`config.mk`:
```
export PLATFORM = sky130hd
export DESIGN_NAME = regfile_read_port
export DESIGN_NICKNAME = d
export VERILOG_FILES = /design/src/rtl/regfile_read_port.sv
export SDC_FILE = /design/constraint.sdc
export NUM_CORES = 1
export LEC_CHECK = 0
export CAP_MARGIN = 20
export CORE_ASPECT_RATIO = 1.5
export CORE_UTILIZATION = 45
export CTS_BUF_LIST = sky130_fd_sc_hd__clkbuf_8
export DETAILED_ROUTE_END_ITERATION = 8
export DONT_BUFFER_PORTS = 1
export PLACE_DENSITY = 0.62
export SLEW_MARGIN = 10
export SYNTH_ARGS = -nofsm -noshare
export SYNTH_HDL_FRONTEND = slang
export SYNTH_SLANG_ARGS = --single-unit
```
`constraint.sdc`:
```
create_clock -name clk -period 1.8 [get_ports clk]
set_input_delay 0.45 -clock clk [delete_from_list [all_inputs] [get_ports clk]]
set_output_delay 0.45 -clock clk [all_outputs]
set_load 0.01 [all_outputs]
```
`src/rtl/regfile_read_port.sv`:
```
// regfile_read_port: read side of the integer register bank.
// Accepts source-register read requests through valid/ready, drives the bank's
// combinational read addresses, captures operands on the rising edge and holds
// them in a two-entry elastic buffer (OUT + SKID). The buffer keeps downstream
// stalls from forcing a re-read of the bank.
//
// Optional feature: define READ_BYPASS_EN to have held operands track
// writebacks while they wait, so they never go stale during a stall.
module regfile_read_port #(
    parameter int XLEN = 32,
    parameter int NREG = 32,
    localparam int AW  = $clog2(NREG)
) (
    input  logic            clk,
    input  logic            reset,
    input  logic            in_valid,
    output logic            in_ready,
    input  logic [AW-1:0]   in_rs1,
    input  logic [AW-1:0]   in_rs2,
    output logic [AW-1:0]   bank_raddr_a,
    output logic [AW-1:0]   bank_raddr_b,
    input  logic [XLEN-1:0] bank_rdata_a,
    input  logic [XLEN-1:0] bank_rdata_b,
    input  logic            wb_we,
    input  logic [AW-1:0]   wb_waddr,
    input  logic [XLEN-1:0] wb_wdata,
    output logic            out_valid,
    input  logic            out_ready,
    output logic [AW-1:0]   out_rs1,
    output logic [AW-1:0]   out_rs2,
    output logic [XLEN-1:0] out_op1,
    output logic [XLEN-1:0] out_op2
);

    typedef struct packed {
        logic            valid;
        logic [AW-1:0]   rs1;
        logic [AW-1:0]   rs2;
        logic [XLEN-1:0] op1;
        logic [XLEN-1:0] op2;
    } entry_t;

    // Buffer occupancy, encoded as {SKID.valid, OUT.valid}.
    localparam logic [1:0] ST_EMPTY = 2'b00;
    localparam logic [1:0] ST_ONE   = 2'b01;
    localparam logic [1:0] ST_FULL  = 2'b11;

    entry_t out_q, out_d;
    entry_t skid_q, skid_d;
    entry_t capture;
    entry_t out_held;
    entry_t skid_held;
    logic   accept;
    logic   pop;

`ifdef READ_BYPASS_EN
    // Replace any held operand whose source register is being written back now.
    function automatic entry_t apply_wb(input entry_t e, input logic we,
                                        input logic [AW-1:0] waddr,
                                        input logic [XLEN-1:0] wdata);
        entry_t r;
        r = e;
        if (e.valid && we && (waddr != '0)) begin
            if (e.rs1 == waddr) r.op1 = wdata;
            if (e.rs2 == waddr) r.op2 = wdata;
        end
        return r;
    endfunction
`else
    // Writeback is only consumed when the bypass is built in.
    logic unused_wb;
    assign unused_wb = ^{wb_we, wb_waddr, wb_wdata};
`endif

    // The bank reads combinationally straight from the request addresses.
    assign bank_raddr_a = in_rs1;
    assign bank_raddr_b = in_rs2;

    // in_ready comes from registered state only, never from out_ready.
    assign in_ready  = !skid_q.valid;
    assign out_valid = out_q.valid;
    assign out_rs1   = out_q.rs1;
    assign out_rs2   = out_q.rs2;
    assign out_op1   = out_q.op1;
    assign out_op2   = out_q.op2;

    assign accept = in_valid & in_ready;
    assign pop    = out_q.valid & out_ready;

    // Operand capture: register 0 always reads as zero regardless of the bank.
    always_comb begin
        capture.valid = 1'b1;
        capture.rs1   = in_rs1;
        capture.rs2   = in_rs2;
        capture.op1   = (in_rs1 == '0) ? '0 : bank_rdata_a;
        capture.op2   = (in_rs2 == '0) ? '0 : bank_rdata_b;
    end

    // Held entries as they would look after this edge if nothing overwrites them.
    always_comb begin
`ifdef READ_BYPASS_EN
        out_held  = apply_wb(out_q,  wb_we, wb_waddr, wb_wdata);
        skid_held = apply_wb(skid_q, wb_we, wb_waddr, wb_wdata);
`else
        out_held  = out_q;
        skid_held = skid_q;
`endif
    end

    // Next-state of the two-entry FIFO: OUT is always the oldest entry.
    always_comb begin
        // NOTE: every output of this block gets a default first so no path leaves it unassigned (no latch).
        out_d  = out_held;
        skid_d = skid_held;
        case ({skid_q.valid, out_q.valid})
            ST_EMPTY: begin
                if (accept) out_d = capture;
            end
            ST_ONE: begin
                if (accept && pop) begin
                    out_d = capture;
                end else if (accept) begin
                    skid_d = capture;
                end else if (pop) begin
                    out_d = '0;
                end
            end
            ST_FULL: begin
                if (pop) begin
                    out_d  = skid_held;
                    skid_d = '0;
                end
            end
            default: begin
                out_d  = '0;
                skid_d = '0;
            end
        endcase
    end

    // Buffer registers; asynchronous reset discards everything held.
    always_ff @(posedge clk or negedge reset) begin
        if (!reset) begin
            out_q  <= '0;
            skid_q <= '0;
        end else begin
            // NOTE: state updates are non-blocking so every flop samples pre-edge values.
            out_q  <= out_d;
            skid_q <= skid_d;
        end
    end

endmodule
```
Word-level counts from Yosys, hierarchy flattened --
Cells that the tools add are included.
Word-level totals: bits in registers 150, input port bits 116, output and inout bits 86, word-level logic and storage cells 38
Operators by class: equality and inequality tests 8, multiplexer cells 10, bitwise operators 3, reductions and logical operators 7
Operator list (count):
- 75-bit two-way mux | 6
- 75-bit case mux with 3 select lines | 2
- 32-bit two-way mux | 2
- 5-bit zero test | 2
- 2-bit inequality test, second input constant | 4
- 4-bit AND reduction | 2
- 3-bit inequality test, second input constant | 2
- 1-bit bitwise AND | 2
- 2-bit by 1-bit == test with 1-bit output, second input constant | 1
- 2-bit == test, second input constant | 1
- 2-bit zero test | 1
- 1-bit logical AND | 1
- 1-bit zero test | 1
- 1-bit inverter | 1

Logic depth before layout (Yosys ltp) --
depth in word-level cells 5, gate-level depth with buffers 6, mapped depth without buffers 3

Least setup slack after synthesis --
No wires, ideal clock.
kind register to register, start reg out_q, in the netlist out_valid, end reg out_q, in the netlist out_op1[12], setup time 0.126 ns, data arrival time 1.425 ns, data required time 1.674 ns, path slack 0.249 ns, stages on the path, launching flop included 7, buffers on the path 3, period minus slack after synthesis 1.551 ns, cells stage by stage dfrtp_1 buf_4 and2b_4 buf_6 buf_6 a32o_1 a221o_1
On the way: longest elaborated chain between the ends 4, elaborated cells on any way between the ends 12, classes of those cells 6 x eq/ne; 2 x mux; 1 x bitwise; 3 x reduce/logical
Ends and longest elaborated chain:
- start, declared | line 48 | entry_t out_q, out_d;
- start signal, assigned | line 148 | out_q <= out_d;
- 1-bit bitwise AND | line 88 | assign pop = out_q.valid & out_ready;
- 1-bit logical AND | line 120 | if (accept && pop) begin
- 3-bit inequality test (no line) or 75-bit two-way mux (tied branches)
- 4-bit AND reduction (no line) or 75-bit case mux with 3 select lines (tied branches)
Several ways; a longest one is shown, not always the timed one. A chain may end at the register's enable or synchronous reset.

Worst setup path after layout --
start reg out_q, in the netlist out_valid, end reg out_q, in the netlist out_op2[0]
Same word-level chain as after synthesis.

==> results.yml <==
routing:
  viasPerCell: 7.00
  met3_length_um: 1300
  top_layer_used: "met4"
  dr_wl_met2_um: 8540
  firstDrtPassIters: 6
  drtIter0Drc: 287
  postRouteAntennaNets: 0
  totalWireLength_um: 16900
  drt-wirelength-per-cell_um: 26.3
  via_count: 4499
  drc: 0
  wirelength_met1_um: 6840
cts:
  numCtsBuffers: 17
  clockBufferDepth: 2
  clk_pin_slew_ps: 90
  clock_latency_ps: 430
  cts_root_buf: "clkbuf_8"
  cts_tree: "built"
  h-tree-depth: 4
  clkSinkCount: 150
timing:
  worst_pin_slew_ps: 923
  fmax_mhz: 571
  rsz0062_at_grt: "false"
  final_hold_viol_count: 150
  worst_hold_slack_ps: -296
  setup_viol: 0
  finalMaxSlewViolations: 0
  fin_crit_sh_pct: 97.3
  fin_skew_ps: 14.1
  fin_crit_ps: 1750
  maxSlewHeadroom_pct: 38.5
  postLayoutSetupSlackWorst_ps: 49.3
layout:
  seqCellArea_um2: 3750
  final_nets: 554
  fillers: 1219
  final_area_um2: 6980
  layout-drive-gt1-share_pct: 14.9
  multi_input_area_um2: 2330
  syn_to_final_growth_pct: 8.70
  antennaDiodeCount: 0
global_route:
  grt_first_pass_wirelength_um: 26800
  grt_max_degree: 151
  grt_antenna_before_repair: 0
  grt_pass1_vias: 4720
  grt_usage_pct: 23.5
  grt_overflow: 0
power:
  pwr-share-clk_pct: 29.9
  p_comb_share_pct: 15.4
  leakage_nw: 3.05
  switching_power_w: 0.00255
  p_int_w: 0.00577
  ir_drop_uv: 477
  seq_power_share_pct: 54.7
  power.total_w: 0.00832
  powerDensity_nw_per_um2: 1190
  swShare_pct: 30.7
place:
  place_congestion: 0.779
  io_buffers: 0
  pre_cts_slack_ps: -39.8
  post_dp_cell_area_um2: 6570
  place_hpwl_um: 9600
critical_path:
  cp_max_fo: 29
  crit_slowest_cell: "dfrtp_2"
  slowest_delay_ps: 470
  path_cells: "buf_4 > and2b_4 > buf_4 > a32o_1 > a221o_1"
  crit_type: "reg2reg"
  crit_top_cell: "buf_4"
  worst_ep_arrival_time_ps: 2060
  critical_path_required_ps: 2110
  end_kind: "flip-flop"
  start_kind: "flip-flop"
floorplan:
  initial_utilization_pct: 45.9
  die_y_um: 148
  rows: 53
  dieArea_um2: 14800
  dieWidth_um: 99.5
  design.core.area_um2: 14000
  num_io_pins: 202
yosys:
  synth_xor_area_share_pct: 0
  synthTopCellsByCount: "150 x dfrtp_1, 74 x a221o_1, 74 x a22o_1"
  synth_fp_nets: 575
  synth_simple_gate_area_share_pct: 2.79
  synth-async-reset-ratio_pct: 100
  synth_cell_types: 25
  synthMuxAreaShare_pct: 0
  ys_ff_latch: 150
  synth_area_leaders: "dfrtp_1 58%, a221o_1 12%, a22o_1 10%, a32o_1 10%, buf_4 2.1%"
  synth_ff_type: "dfrtp_1"
  synth_top_area_share_pct: 58.5
  synth_top_family_by_area: "compound AO/OA/AOI/OAI gates"
  synth_edf_count: 0
  synth_compound_area_share_pct: 32.3
  synth_warnings: 0
  netlist_instances: 459
  synth_top_cell_by_area: "dfrtp_1"
  synthAdderAreaFrac_pct: 0
  netlist_area_um2: 6420
  synth_seq_area_share_pct: 58.5
  yosysMostFrequentCell: "dfrtp_1"
  syn_avg_cell_area_um2: 14.0
run_status:
  violations: "hold timing"
  status: "finished with violations"
worst_hold_path:
  min_path_type: "in2async"
job:
  drv_cap: 0
power by group through the flow:
stage	Sequential [W]	Clock, W	Combinational (W)
floorplan	0.00445	0	0.00103
global placement	0.00457	0	0.00122
detailed placement	0.00460	0	0.00127
CTS	0.00454	0.00257	0.00129
global route	0.00462	0.00271	0.00139
finish	0.00455	0.00249	0.00128
through the flow:
stage | util, % | TNS (ps) | std cells
finish | 49.9 | 0 | 643
global route | 49.9 | 0 | 643
CTS | 49.9 | 0 | 643
detailed placement | 46.9 | -978 | 609
global placement | 46.9 | -623 | 609
floorplan | - | 0 | 459
worst max-delay path: cells and delay by family (launching register included):
kind            cells  cell delay, ps
flops               1             470
simple gates        1             200
buf+inv             2             420
compound gates      2             520
path summary, 6_finish.rpt:
| path | startpoint | to | slack (ps) | depth (start not counted) |
|---|---|---|---|---|
| max | out_valid | out_op2[0] | 50 | 5 |
| max reg2reg | out_valid | out_op2[0] | 50 | 5 |
| min | reset | skid_held[18] | -300 | 0 |
| min reg2reg | skid_held[73] | skid_held[73] | 500 | 1 |
| max in group asynchronous | reset | out_op1[17] | 1940 | 0 |
| min in group clk | bank_rdata_a[21] | skid_held[53] | 140 | 1 |
layout by cell type (no fill, tap or decap), types with 3 or more instances in the layout:
cell type,netlist,routed
a221o_1,74,74
inv_1,4,6
clkbuf_8,0,18
inv_6,0,3
a32o_1,64,64
a22o_1,74,74
and3_1,10,10
a21oi_4,0,3
buf_4,18,12
dfrtp_1,150,149
buf_12,0,8
clkinvlp_4,0,5
cell families after synthesis:
logic type,after synthesis
AO/OA/AOI/OAI,218
flip-flops,150
buffers and inverters,67
AND/OR/NAND/NOR,24
what timing repair did:
action                                 4_1_cts  5_1_grt
endpoints found under the hold margin      150      150
buffers inserted                             0        0
gates resized for setup                      3        0
setup endpoints to repair                   44        0
cell type report:
cell class / count / share of cell area, %
Inverter: 4 / 0.215
Tap cell: 192 / 3.44
Clock buffer: 18 / 3.55
Timing Repair Buffer: 21 / 3.75
Sequential cell: 150 / 53.8
Multi-Input combinational cell: 244 / 33.4
Clock inverter: 14 / 1.81
routing by layer:
layer | vias to the layer above | global-route usage, %
li1 | 1884 | -
met1 | 2392 | 30.2
met2 | 208 | 38.0
met3 | 15 | 6.91
met4 | 0 | 7.65
met5 | - | 0
flip-flops by register name (all words and copies together), names as in the netlist:
| name | cells |
|---|---|
| out_op1 | 32 |
| out_rs1 | 5 |
| out_rs2 | 5 |
| out_op2 | 32 |
| out_valid | 1 |
| skid_held | 75 |
(Power assumes the default switching activity.)
